$ cat src/rtl/viterbi_pkg.sv
// viterbi_pkg
// Shared definitions for the convolutional encoder and the Viterbi decoder.
// Holds:
//   - default constraint length and generator polynomials (K=3, 7/5 octal);
//   - the encoder state type (IDLE, ENCODE, FLUSH);
//   - parity(): XOR-reduction of a window masked by a generator polynomial.
//     It is also used by the decoder's branch-metric and expected-symbol
//     logic. Both arguments are right-aligned in K_MAX bits, so callers
//     zero-extend narrower windows and polynomials before calling it.
package viterbi_pkg;

    localparam int         K_MAX      = 7;
    localparam int         K_DEFAULT  = 3;
    localparam logic [2:0] G0_DEFAULT = 3'b111;
    localparam logic [2:0] G1_DEFAULT = 3'b101;

    typedef enum logic [1:0] {
        IDLE   = 2'd0,
        ENCODE = 2'd1,
        FLUSH  = 2'd2
    } enc_state_t;

    function automatic logic parity(input logic [K_MAX-1:0] window,
                                    input logic [K_MAX-1:0] poly);
        return ^(window & poly);
    endfunction

endpackage

$ cat src/rtl/conv_enc_core.sv
// conv_enc_core
// Shift register plus the combinational window/parity logic of a rate-1/2
// feedforward convolutional encoder.
// Ports:
//   clk       clock; sr updates on its rising edge
//   rst       synchronous active-high reset, clears sr
//   cur_bit   bit presented to the window this cycle (data or tail zero)
//   shift_en  shift cur_bit into sr at the next edge
//   clear     force sr to zero at the next edge (takes priority over shift)
//   pair      {G0 parity, G1 parity} of window {cur_bit, sr}
module conv_enc_core
    import viterbi_pkg::*;
#(
    parameter int           K  = K_DEFAULT,
    parameter logic [K-1:0] G0 = G0_DEFAULT,
    parameter logic [K-1:0] G1 = G1_DEFAULT
) (
    input  logic       clk,
    input  logic       rst,
    input  logic       cur_bit,
    input  logic       shift_en,
    input  logic       clear,
    output logic [1:0] pair
);

    // sr_reg[K-2] is the most recent bit, sr_reg[0] the oldest.
    logic [K-2:0] sr_reg;
    logic [K-2:0] sr_shifted;
    logic [K-1:0] window;

    assign window = {cur_bit, sr_reg};

    // Shift towards index 0; the new bit enters at the top.
    generate
        for (genvar gi = 0; gi < K - 2; gi++) begin : g_shift
            assign sr_shifted[gi] = sr_reg[gi+1];
        end
    endgenerate
    assign sr_shifted[K-2] = cur_bit;

    assign pair[1] = parity(K_MAX'(window), K_MAX'(G0));
    assign pair[0] = parity(K_MAX'(window), K_MAX'(G1));

    always_ff @(posedge clk) begin
        if (rst || clear) begin
            sr_reg <= '0;
        end else if (shift_en) begin
            sr_reg <= sr_shifted;
        end
    end

endmodule

$ cat src/rtl/conv_encoder.sv
// conv_encoder
// Rate-1/2 feedforward convolutional encoder with valid/ready handshakes on
// both sides and a single output register (latency 1, full throughput).
// Ports:
//   clk        sole clock
//   rst        synchronous active-high reset
//   in_valid   in_bit/in_last valid
//   in_ready   encoder accepts an input bit this cycle
//   in_bit     information bit
//   in_last    final information bit of a frame
//   out_valid  out_pair/out_last valid
//   out_ready  downstream accepts the pair
//   out_pair   {G0 parity, G1 parity}
//   out_last   final coded pair of a frame
//   busy       high in ENCODE or FLUSH
// Build option CONV_ENC_TAIL_FLUSH_EN:
//   defined   - after in_last, K-1 zero tail bits are encoded and out_last
//               marks the last tail pair (frame of N bits -> N+K-1 pairs).
//   undefined - no tail; out_last accompanies the in_last pair and sr is
//               cleared on that accept (frame of N bits -> N pairs).
module conv_encoder
    import viterbi_pkg::*;
#(
    parameter int           K  = K_DEFAULT,
    parameter logic [K-1:0] G0 = G0_DEFAULT,
    parameter logic [K-1:0] G1 = G1_DEFAULT
) (
    input  logic       clk,
    input  logic       rst,
    input  logic       in_valid,
    output logic       in_ready,
    input  logic       in_bit,
    input  logic       in_last,
    output logic       out_valid,
    input  logic       out_ready,
    output logic [1:0] out_pair,
    output logic       out_last,
    output logic       busy
);

    enc_state_t state_reg, state_next;
    logic       out_valid_reg, out_valid_next;
    logic [1:0] out_pair_reg, out_pair_next;
    logic       out_last_reg, out_last_next;

    logic       load_en;
    logic       accept;
    logic       flush_step;
    logic       cur_bit;
    logic       sr_clear;
    logic       shift_en;
    logic [1:0] core_pair;

    // Output register may take a new pair when empty or being drained.
    assign load_en  = !out_valid_reg || out_ready;
    assign in_ready = !rst && (state_reg != FLUSH) && load_en;
    assign accept   = in_valid && in_ready;

`ifdef CONV_ENC_TAIL_FLUSH_EN
    localparam int           TW        = $clog2(K);
    localparam logic [TW-1:0] TAIL_LAST = TW'(K - 2);

    logic [TW-1:0] tail_cnt_reg, tail_cnt_next;
    logic          tail_final;

    assign flush_step = (state_reg == FLUSH) && load_en;
    assign tail_final = (tail_cnt_reg == TAIL_LAST);
    // Tail bits are zeros; the flushed sr ends all-zero without a clear.
    assign cur_bit    = (state_reg == FLUSH) ? 1'b0 : in_bit;
    assign sr_clear   = 1'b0;
`else
    assign flush_step = 1'b0;
    assign cur_bit    = in_bit;
    // Without a tail, the next frame must still start from a zero state.
    assign sr_clear   = accept && in_last;
`endif

    assign shift_en = accept || flush_step;

    conv_enc_core #(
        .K  (K),
        .G0 (G0),
        .G1 (G1)
    ) u_core (
        .clk      (clk),
        .rst      (rst),
        .cur_bit  (cur_bit),
        .shift_en (shift_en),
        .clear    (sr_clear),
        .pair     (core_pair)
    );

    always_comb begin
        state_next     = state_reg;
        out_valid_next = out_valid_reg;
        out_pair_next  = out_pair_reg;
        out_last_next  = out_last_reg;
`ifdef CONV_ENC_TAIL_FLUSH_EN
        tail_cnt_next  = tail_cnt_reg;
`endif

        // Pair handed downstream; pair/last keep their last value.
        if (out_valid_reg && out_ready) begin
            out_valid_next = 1'b0;
        end

        if (accept) begin
            out_valid_next = 1'b1;
            out_pair_next  = core_pair;
`ifdef CONV_ENC_TAIL_FLUSH_EN
            out_last_next  = 1'b0;
            state_next     = in_last ? FLUSH : ENCODE;
            tail_cnt_next  = '0;
`else
            out_last_next  = in_last;
            state_next     = in_last ? IDLE : ENCODE;
`endif
        end
`ifdef CONV_ENC_TAIL_FLUSH_EN
        else if (flush_step) begin
            out_valid_next = 1'b1;
            out_pair_next  = core_pair;
            out_last_next  = tail_final;
            if (tail_final) begin
                state_next    = IDLE;
                tail_cnt_next = '0;
            end else begin
                tail_cnt_next = tail_cnt_reg + TW'(1);
            end
        end
`endif
    end

    always_ff @(posedge clk) begin
        if (rst) begin
            state_reg     <= IDLE;
            out_valid_reg <= 1'b0;
            out_pair_reg  <= 2'b00;
            out_last_reg  <= 1'b0;
`ifdef CONV_ENC_TAIL_FLUSH_EN
            tail_cnt_reg  <= '0;
`endif
        end else begin
            state_reg     <= state_next;
            out_valid_reg <= out_valid_next;
            out_pair_reg  <= out_pair_next;
            out_last_reg  <= out_last_next;
`ifdef CONV_ENC_TAIL_FLUSH_EN
            tail_cnt_reg  <= tail_cnt_next;
`endif
        end
    end

    assign out_valid = out_valid_reg;
    assign out_pair  = out_pair_reg;
    assign out_last  = out_last_reg;
    assign busy      = (state_reg != IDLE);

endmodule

$ cat config.mk
export PLATFORM = sky130hd
export DESIGN_NAME = conv_encoder
export DESIGN_NICKNAME = d
export VERILOG_FILES = /design/src/rtl/viterbi_pkg.sv /design/src/rtl/conv_enc_core.sv /design/src/rtl/conv_encoder.sv
export SDC_FILE = /design/constraint.sdc
export NUM_CORES = 1
export LEC_CHECK = 0
export BUFFER_PORTS_ARGS = -buffer_cell sky130_fd_sc_hd__buf_4
export CAP_MARGIN = 20
export CELL_PAD_IN_SITES_DETAIL_PLACEMENT = 1
export CELL_PAD_IN_SITES_GLOBAL_PLACEMENT = 1
export CORE_AREA = 10 10 47 49
export CTS_BUF_LIST = sky130_fd_sc_hd__clkbuf_8
export DETAILED_ROUTE_END_ITERATION = 6
export DIE_AREA = 0 0 57 59
export PLACE_DENSITY_LB_ADDON = 0.1
export SLEW_MARGIN = 20
export SYNTH_ARGS = -nofsm -noshare
export SYNTH_HDL_FRONTEND = slang
export SYNTH_SLANG_ARGS = --single-unit
$ cat constraint.sdc
create_clock -name clk -period 0.9 [get_ports clk]
set_input_delay 0.135 -clock clk [delete_from_list [all_inputs] [get_ports clk]]
set_output_delay 0.135 -clock clk [all_outputs]
set_load 0.01 [all_outputs]
==> results of run 1 <==
## layout by cell type (no fill, tap or decap), types with 2 or more instances in the layout
cell,count
o21ai_1,2
nor2_1,4
a21oi_1,4
nand2b_1,3
dfxtp_1,6
clkbuf_8,3
mux2i_1,2
nand4b_1,2
buf_4,16
## worst max-delay path by stage
stage / end / slack [ps] / cells after the start
after global placement: state_reg[0]$_SDFFE_PP0P_ / -40 / 3
after CTS: in_ready / -140 / 3
after global routing: in_ready / -170 / 3
final: in_ready / -120 / 3
after floorplan: state_reg[0]$_SDFFE_PP0P_ / -60 / 3
after detailed placement: u_core.sr_reg[0]$_SDFFE_PP0P_ / -90 / 4
## worst register-to-register path, cell delays in order (launching register included)
cell     delay (ps)
dfxtp_2         310
nor2b_4         130
nor2_1          230
mux2i_1         210
## cell type report
class,count,area share
Timing Repair Buffer,17,0.254
Multi-Input combinational cell,26,0.346
Sequential cell,7,0.274
Clock buffer,3,0.0799
Clock inverter,1,0.00726
Tap cell,16,0.0387
## metrics by stage
step	std cells	hold WS, ps	setup TNS, ps	utilization	area [µm²]
2_1_floorplan	34	256	-63.1	-	328
3_3_place_gp	66	385	-69.1	0.331	464
5_1_grt	70	196	-623	0.369	517
3_5_place_dp	66	402	-299	0.331	464
4_1_cts	70	174	-326	0.369	517
6_report	70	174	-237	0.369	517
## power groups by stage
| stage | logic (mW) | registers (mW) | clock network (mW) |
|---|---|---|---|
| floorplan | 0.0551 | 0.349 | 0 |
| global placement | 0.138 | 0.341 | 0 |
| detailed placement | 0.141 | 0.342 | 0 |
| CTS | 0.146 | 0.337 | 0.435 |
| global route | 0.157 | 0.339 | 0.456 |
| finish | 0.143 | 0.337 | 0.423 |
## cell usage after synthesis (2+ instances only)
cell	number	share of area
a21oi_1	4	0.063
mux2i_1	2	0.063
nand2b_1	3	0.059
nand4b_1	2	0.055
nor2_1	4	0.047
o21ai_0	4	0.063
dfxtp_1	7	0.44
## per-layer routing
metal / vias to the layer above / track usage / wire length (µm)
li1: 157 / - / -
met1: 143 / 0.0652 / 433
met2: 8 / 0.0884 / 403
met3: 0 / 0.0279 / 44
met4: 0 / 0.0302 / 0
met5: - / 0 / 0
## kinds of logic after synthesis
family                    synth area share
buffers and inverters               0.0353
DFF                                  0.439
and+or+nand+nor                      0.282
xor gates and xnor gates            0.0549
AOI/OAI and AO/OA                    0.125
muxes                               0.0627
## timing repair
item,4_1_cts,5_1_grt
resized for setup,5,0
endpoints found under the setup margin,8,8
pin swaps,3,1
==> metrics.md, run 1 <==
| Metric | Value |
|---|---|
| Run status | complete, but fails checks |
| Violated checks | negative setup slack |
| Sw Share | 0.220 |
| R2r startpoint | out_valid$_SDFFE_PP0P_ |
| Largest net degree at the start of global routing | 6 |
| Syn avg cell area | 9.38 µm² |
| Nets | 61 |
| Worst Setup Start Kind | register |
| Hold Path End | out_valid$_SDFFE_PP0P_ |
| Hold-fix buffers, CTS | 0 |
| Syn Nets | 40 |
| R2R Path End | out_pair[1]$_SDFFE_PP0P_ |
| DRC Markers | 0 |
| Antenna violations before repair | 0 |
| Num CTS Buffers | 3 |
| Die ar. | 3360 µm² |
| Crit. End Element | output pin |
| Die width | 57 µm |
| Worst-Margin Slew | 258 ps |
| Mapped Area | 319 µm² |
| Total congestion overflow | 0 |
| CP Launch Point | out_valid$_SDFFE_PP0P_ |
| Total GRT Usage | 0.0579 |
| Slowest CP cell | dfxtp_2 |
| Ratio of cells with drive above 1 in the final layout | 0.444 |
| Post-CTS Setup Bufs | 0 |
| Initial DRC count | 4 |
| Tcrit/Tclk final | 1.14 |
| Hold Crit Class | primary input to register |
| Row count | 14 |
| Port Buffers | 11 |
| RSZ-0062 raised after global routing | yes |
| Total Power | 0.903 mW |
| Setup Crit Path Kind | register to output pin |
| Sequential element share of the synthesized area | 0.439 |
| Via/cell ratio | 4.40 |
| Pre-antenna DRT Iters | 2 |
| Yosys warnings | 0 |
| Async SR Flop Fraction | 0 |
| Top_reg_cell synth | dfxtp_1 |
| Fillers | 170 |
| Final Slew Violations | 0 |
| Sequential share of power | 0.373 |
| Post-DR wirelength/cell | 12.6 µm |
| Vias | 308 |
| Final Hold Viols | 0 |
| PD cells | 1750 nW/µm² |
| Fmax | 979 MHz |
| Total core area | 1400 µm² |
| Ports | 12 |
| CP arrival | 890 ps |
| Hold Path Origin | in_valid |
| NetSw | 0.199 mW |
| Clock skew | 2.79 ps |
| GPL Wtd Cong | 0.644 |
| Maximum fanout along the worst path | 4 |
| Register area | 141 µm² |
| Worst slew margin | 0.827 |
| DRT antenna net count | 0 |
| Clock root buffer | clkbuf_8 |
| Top delay family on crit path | flip-flops |
| CP bufs+invs | 1 |
| Area Growth Syn to Fin | 62.0% |
| Vias in the first global route | 391 |
| CTS H-Tree Depth | 1 |
| CTS tree | yes |
| Setup WS post-layout | -122 ps |
| Clock Sinks | 7 |
| HPWL Detailed | 765 µm |
| Combinational group share of total power | 0.158 |
| Yosys reg bits | 7 |
| Worst r2r path cells | 3 |
| Tmin final | 1020 ps |
| Clock buffer depth | 2 |
| Cell Int Power | 0.704 mW |
| Hold path depth | 3 |
| WP data required | 760 ps |
| LEAKAGE | 0.228 nW |
| Ant diodes | 0 |
| Global-route wire length before repair | 1590 µm |
| Worst-path clk slew | 40 ps |
| Routed WL | 880 µm |
| Multi-input gate area | 179 µm² |
| Gate count of the mapped netlist | 34 |
| Distinct cell type count after synthesis | 15 |
| Worst skew pair latency | 220 ps |
| Worst path max stage delay | 320 ps |
| R2R setup slack | -50 ps |
| Max Cap Viol | 0 |
| CP Cell Sequence | nor2b_4 -> nor2_1 -> buf_4 |
| Pre-CTS setup slack | -89.7 ps |
| Final setup fails | 5 |
| Post-synth EDFFs | 0 |
| Clock power share | 0.469 |
| Height of the die | 59 µm |
| Starting density of the core | 0.228 |
| Worst vdd ir | 761 µV |
(Power assumes the default switching activity.)
==> run 2, diff against run 1 <==
- SLEW_MARGIN: 20 -> unset
- clock period: 0.9 -> 1.05 ns (I/O delays scaled with it)
==> metrics.md, run 2 (same netlist as run 1, synthesis figures left out) <==
| Metric | Value |
|---|---|
| Starting density of the core | 0.228 (unchanged) |
| Area Growth Syn to Fin | 56.9% (was 62.0%) |
| PD cells | 1530 nW/µm² (was 1750 nW/µm²) |
| Worst path max stage delay | 350 ps (was 320 ps) |
| Height of the die | 59 µm (unchanged) |
| Sw Share | 0.221 (was 0.220) |
| NetSw | 0.170 mW (was 0.199 mW) |
| WP data required | 1210 ps (was 760 ps) |
| Slowest CP cell | or3_1 (was dfxtp_2) |
| Ratio of cells with drive above 1 in the final layout | 0.423 (was 0.444) |
| Initial DRC count | 2 (was 4) |
| Combinational group share of total power | 0.149 (was 0.158) |
| Worst slew margin | 0.849 (was 0.827) |
| Largest net degree at the start of global routing | 11 (was 6) |
| Pre-antenna DRT Iters | 2 (unchanged) |
| Clock Sinks | 7 (unchanged) |
| Tmin final | 1080 ps |
| Worst-path clk slew | 40 ps (about the same) |
| Clock root buffer | clkbuf_8 (unchanged) |
| Port Buffers | 11 (unchanged) |
| Total Power | 0.768 mW (was 0.903 mW) |
| Final Slew Violations | 0 (unchanged) |
| Num CTS Buffers | 3 (unchanged) |
| Violated checks | negative setup slack (unchanged) |
| Post-DR wirelength/cell | 12.8 µm (was 12.6 µm) |
| Fin Hold WS | 160 ps (was 174 ps) |
| Via/cell ratio | 4.54 (was 4.40) |
| Ports | 12 (unchanged) |
| Maximum fanout along the worst path | 3 (was 4) |
| Cell Int Power | 0.598 mW (was 0.704 mW) |
| HPWL Detailed | 659 µm (was 765 µm) |
| Vias | 309 (was 308) |
| Routed WL | 873 µm (was 880 µm) |
| DRT antenna net count | 0 (unchanged) |
| Row count | 14 (unchanged) |
| CTS tree | yes (unchanged) |
| DRC Markers | 0 (unchanged) |
| LEAKAGE | 0.220 nW (was 0.228 nW) |
| Hold Crit Class | primary input to register (unchanged) |
| Most frequent cells in the layout | 14 x buf_4, 6 x dfxtp_1, 4 x a21oi_1 (was 16 x buf_4, 6 x dfxtp_1, 4 x nor2_1, 4 x a21oi_1) |
| Worst-Margin Slew | 225 ps (was 258 ps) |
| CP arrival | 1230 ps (was 890 ps) |
| Total core area | 1400 µm² (unchanged) |
| Worst skew pair latency | 220 ps (about the same) |
| RSZ-0062 raised after global routing | yes (unchanged) |
| Clock buffer depth | 2 (unchanged) |
| Fmax | 929 MHz |
| Hold-fix buffers, CTS | 0 (unchanged) |
| Antenna violations before repair | 0 (unchanged) |
| Sequential share of power | 0.377 (was 0.373) |
| CTS H-Tree Depth | 1 (unchanged) |
| Ant diodes | 0 (unchanged) |
| Commonest non-fill, non-tap cell in the layout | buf_4 (unchanged) |
| Die width | 57 µm (unchanged) |
| Total GRT Usage | 0.0584 (was 0.0579) |
| Fillers | 166 (was 170) |
| Final Hold Viols | 0 (unchanged) |
| Run status | complete, but fails checks (unchanged) |
| Final setup fails | 1 (was 5) |
| Worst vdd ir | 589 µV (was 761 µV) |
| Clock power share | 0.475 (was 0.469) |
| Vias in the first global route | 367 (was 391) |
| Tcrit/Tclk final | 1.02 |
| Setup WS post-layout | -26.0 ps (was -122 ps) |
| Crit. End Element | register (was output pin) |
| Global-route wire length before repair | 1520 µm (was 1590 µm) |
| CP Cell Sequence | nor2b_4 -> buf_6 -> or3_1 -> a21oi_1 (was nor2b_4 -> nor2_1 -> buf_4) |
| Max Cap Viol | 0 (unchanged) |
| Die ar. | 3360 µm² (unchanged) |
| GPL Wtd Cong | 0.774 (was 0.644) |
| Nets | 59 (was 61) |
| Worst Setup Start Kind | register (unchanged) |
| Total congestion overflow | 0 (unchanged) |
| Setup Crit Path Kind | register to register (was register to output pin) |
| Clock skew | 0.940 ps (was 2.79 ps) |
-- run 2: cell count changes in the layout (fill, tap and decap cells not counted) --
cell	change
o21ai_2	-1
o21ai_0	+2
nor2_2	+1
buf_4	-2
o21ai_1	-1
nor2_1	-1
-- run 2: path summary, 6_finish.rpt --
check,from,depth (start not counted),slack (ps),endpoint
setup / recovery,out_valid$_SDFFE_PP0P_,4,-30,state_reg[0]$_SDFFE_PP0P_
hold / removal,rst,2,160,out_valid$_SDFFE_PP0P_
setup reg to reg,out_valid$_SDFFE_PP0P_,4,-30,state_reg[0]$_SDFFE_PP0P_
hold reg to reg,out_pair[0]$_SDFFE_PP0P_,2,480,out_pair[0]$_SDFFE_PP0P_
-- run 2: per-layer routing --
| layer | part of all wire | GRT usage | up-vias |
|---|---|---|---|
| li1 | - | - | 154 |
| met1 | 0.42 | 0.0583 | 142 |
| met2 | 0.49 | 0.0853 | 11 |
| met3 | 0.074 | 0.0343 | 2 |
| met4 | 0.014 | 0.0503 | 0 |
| met5 | 0 | 0 | - |
-- run 2: worst max-delay path, delay by kind of cell, from the launching register on --
family,cells,cell delay [ps]
buffers and inverters,1,110
AO/OA/AOI/OAI,1,120
flip-flops,1,310
AND/OR/NAND/NOR,2,480
-- run 2: repair_timing --
| action | in CTS | in global routing |
|---|---|---|
| pin swaps | 0 | 1 |
| endpoints found under the setup margin | 2 | 3 |
| resized for setup | 4 | 1 |
| buffers inserted | 4 | 0 |
| endpoints found under the hold margin | 0 | 0 |
-- run 2: metrics by stage --
| step | setup TNS, ps | instance area [µm²] | std cells | util | setup WS [ps] |
|---|---|---|---|---|---|
| floorplan | 0 | 322 | 34 | - | 29.8 |
| global placement | 0 | 413 | 60 | 0.295 | 43.5 |
| detailed placement | 0 | 413 | 60 | 0.295 | 2.63 |
| CTS | -27.8 | 500 | 68 | 0.357 | -27.8 |
| global route | -90.4 | 500 | 68 | 0.357 | -52.1 |
| finish | -26.0 | 500 | 68 | 0.357 | -26.0 |
-- run 2: layout make-up --
class / instances / area (µm²) / area share
flip-flops and latches: 7 / 141 / 0.283
clock inverters: 1 / 3.75 / 0.00750
well taps: 16 / 20.0 / 0.0400
multi-input cells: 26 / 178 / 0.355
repair buffers: 15 / 116 / 0.233
clock buffers: 3 / 41.3 / 0.0825
-- run 2: power groups by stage --
stage	registers, mW	logic (mW)	clock network, mW
6_report	0.289	0.114	0.364
5_1_grt	0.291	0.127	0.396
4_1_cts	0.289	0.116	0.375
3_5_place_dp	0.294	0.0997	0
3_3_place_gp	0.292	0.0971	0
2_1_floorplan	0.298	0.0457	0
==> run 3, diff against run 2 <==
- CTS_CLUSTER_SIZE: unset -> 14
- REMOVE_ABC_BUFFERS: unset -> 1
==> metrics.md, run 3 (same netlist as run 1, synthesis figures left out) <==
| Metric | Value |
|---|---|
| Worst Setup Start Kind | register (unchanged) |
| Ratio of cells with drive above 1 in the final layout | 0.453 (was 0.423) |
| Nets | 60 (was 59) |
| Vias in the first global route | 359 (was 367) |
| Multi-input gate area | 186 µm² (was 178 µm²) |
| Worst-Margin Slew | 260 ps (was 225 ps) |
| Global-route wire length before repair | 1600 µm (was 1520 µm) |
| Violated checks | negative setup slack (unchanged) |
| Setup TNS | -19.0 ps (was -26.0 ps) |
| Final core occ | 0.366 (was 0.357) |
| Fmax | 935 MHz (was 929 MHz) |
| RSZ-0062 raised after global routing | yes (unchanged) |
| Met3 usage | 0.0300 (was 0.0343) |
| Run status | complete, but fails checks (unchanged) |
| Antenna violations before repair | 0 (unchanged) |
| Routed WL | 952 µm (was 873 µm) |
| R2R Path End | state_reg[0]$_SDFFE_PP0P_ (unchanged) |
| Total congestion overflow | 0 (unchanged) |
| Via/cell ratio | 4.48 (was 4.54) |
| Busiest grt layer | met2 (unchanged) |
| Worst-path clk slew | 40 ps (about the same) |
| Clock skew | 0.430 ps (was 0.940 ps) |
| M1 GR Usage | 0.0569 (was 0.0583) |
| Met2 Resource Use GR | 0.110 (was 0.0853) |
| Commonest non-fill, non-tap cell in the layout | buf_4 (unchanged) |
| Row count | 14 (unchanged) |
| Fillers | 178 (was 166) |
| Height of the die | 59 µm (unchanged) |
| Slowest CP cell | dfxtp_2 (was or3_1) |
| Starting density of the core | 0.228 (unchanged) |
| GPL Wtd Cong | 0.739 (was 0.774) |
| Setup WS post-layout | -19.0 ps (was -26.0 ps) |
| Worst slew margin | 0.826 (was 0.849) |
| Tcrit/Tclk final | 1.02 (about the same) |
| Final Hold Viols | 0 (unchanged) |
| DRC Markers | 0 (unchanged) |
| Tmin final | 1070 ps (was 1080 ps) |
| Most frequent cells in the layout | 16 x buf_4, 6 x dfxtp_1, 4 x a21oi_1 (was 14 x buf_4, 6 x dfxtp_1, 4 x a21oi_1) |
| Setup Crit Path Kind | register to output pin (was register to register) |
| Max Cap Viol | 0 (unchanged) |
| Fin Hold WS | 133 ps (was 160 ps) |
| Maximum fanout along the worst path | 5 (was 3) |
| CP arrival | 910 ps (was 1230 ps) |
| DRT antenna net count | 0 (unchanged) |
| CTS tree | yes (unchanged) |
| Largest net degree at the start of global routing | 7 (was 11) |
| CP bufs+invs | 1 (unchanged) |
| R2R setup slack | 30 ps (was -30 ps) |
| Num CTS Buffers | 3 (unchanged) |
| Crit. End Element | output pin (was register) |
| Worst path max stage delay | 320 ps (was 350 ps) |
| Hold Crit Class | primary input to register (unchanged) |
| Hold-fix buffers, CTS | 0 (unchanged) |
| Clock buffer depth | 2 (unchanged) |
| WP data required | 890 ps (was 1210 ps) |
| Top delay family on crit path | flip-flops (was simple AND/OR/NAND/NOR gates) |
| R2r startpoint | out_valid$_SDFFE_PP0P_ (unchanged) |
| Pre-antenna DRT Iters | 4 (was 2) |
| Die ar. | 3360 µm² (unchanged) |
| Port Buffers | 11 (unchanged) |
| Clock root buffer | clkbuf_8 (unchanged) |
| Area Growth Syn to Fin | 60.8% (was 56.9%) |
| Initial DRC count | 3 (was 2) |
| Final Slew Violations | 0 (unchanged) |
| Total Power | 0.791 mW (was 0.768 mW) |
| CP Cell Sequence | nor2b_4 -> nor2_1 -> buf_4 (was nor2b_4 -> buf_6 -> or3_1 -> a21oi_1) |
| Ports | 12 (unchanged) |
| Worst skew pair latency | 230 ps (was 220 ps) |
| HPWL Detailed | 725 µm (was 659 µm) |
| Total core area | 1400 µm² (unchanged) |
| Die width | 57 µm (unchanged) |
| CTS H-Tree Depth | 1 (unchanged) |
| Register area | 141 µm² (unchanged) |
| Cell count along the critical path | 3 (was 4) |
| Clock Sinks | 7 (unchanged) |
| Post-DR wirelength/cell | 13.8 µm (was 12.8 µm) |
| Worst vdd ir | 743 µV (was 589 µV) |
| PD cells | 1540 nW/µm² (was 1530 nW/µm²) |
| Final setup fails | 1 (unchanged) |
| LEAKAGE | 0.224 nW (was 0.220 nW) |
| Ant diodes | 0 (unchanged) |
| Total GRT Usage | 0.0626 (was 0.0584) |
| CP Launch Point | out_valid$_SDFFE_PP0P_ (unchanged) |
| Worst r2r path cells | 5 (was 4) |
| Crit path to | in_ready (was state_reg[0]$_SDFFE_PP0P_) |
| Vias | 309 (unchanged) |
run 3: report_power, final:
group,internal [mW],switching (mW)
clock,0.254,0.127
sequential,0.281,0.00796
combinational,0.0669,0.0543
run 3: what timing repair did:
action	4_1_cts	5_1_grt
buffers inserted	2	1
pin swaps	0	1
endpoints found under the setup margin	7	3
resized for setup	4	4
run 3: worst min-delay path by stage:
stage,from,to,slack [ps],depth (start not counted)
finish,rst,out_valid$_SDFFE_PP0P_,130,2
global route,rst,out_valid$_SDFFE_PP0P_,140,2
CTS,rst,out_valid$_SDFFE_PP0P_,130,2
detailed placement,rst,u_core.sr_reg[1]$_SDFFE_PP0P_,380,2
global placement,rst,u_core.sr_reg[0]$_SDFFE_PP0P_,370,2
floorplan,rst,out_last$_SDFFE_PP0P_,230,1
run 3: routing by layer:
| metal | share of wire | vias up |
|---|---|---|
| met1 | 0.37 | 148 |
| met2 | 0.57 | 6 |
| li1 | - | 155 |
| met3 | 0.066 | 0 |
| met5 | 0 | - |
| met4 | 0 | 0 |
run 3: area by class of cell:
cell class	instances	share of cell area
Tap cell	16	0.0390
Timing Repair Buffer	16	0.234
Clock buffer	3	0.0805
Multi-Input combinational cell	26	0.363
Sequential cell	7	0.276
Clock inverter	1	0.00732
run 3: worst register-to-register path, cell delays in order (launching register included):
cell	delay, ps
dfxtp_2	310
nor2b_4	130
buf_4	130
buf_4	130
o21ai_1	130
a21oi_1	80
run 3: stage by stage:
stage | instance area [µm²] | setup slack, ps | std cells
floorplan | 308 | -21.1 | 33
global placement | 425 | -48.6 | 62
detailed placement | 425 | -116 | 62
CTS | 497 | -23.7 | 68
global route | 513 | -66.3 | 69
finish | 513 | -19.0 | 69
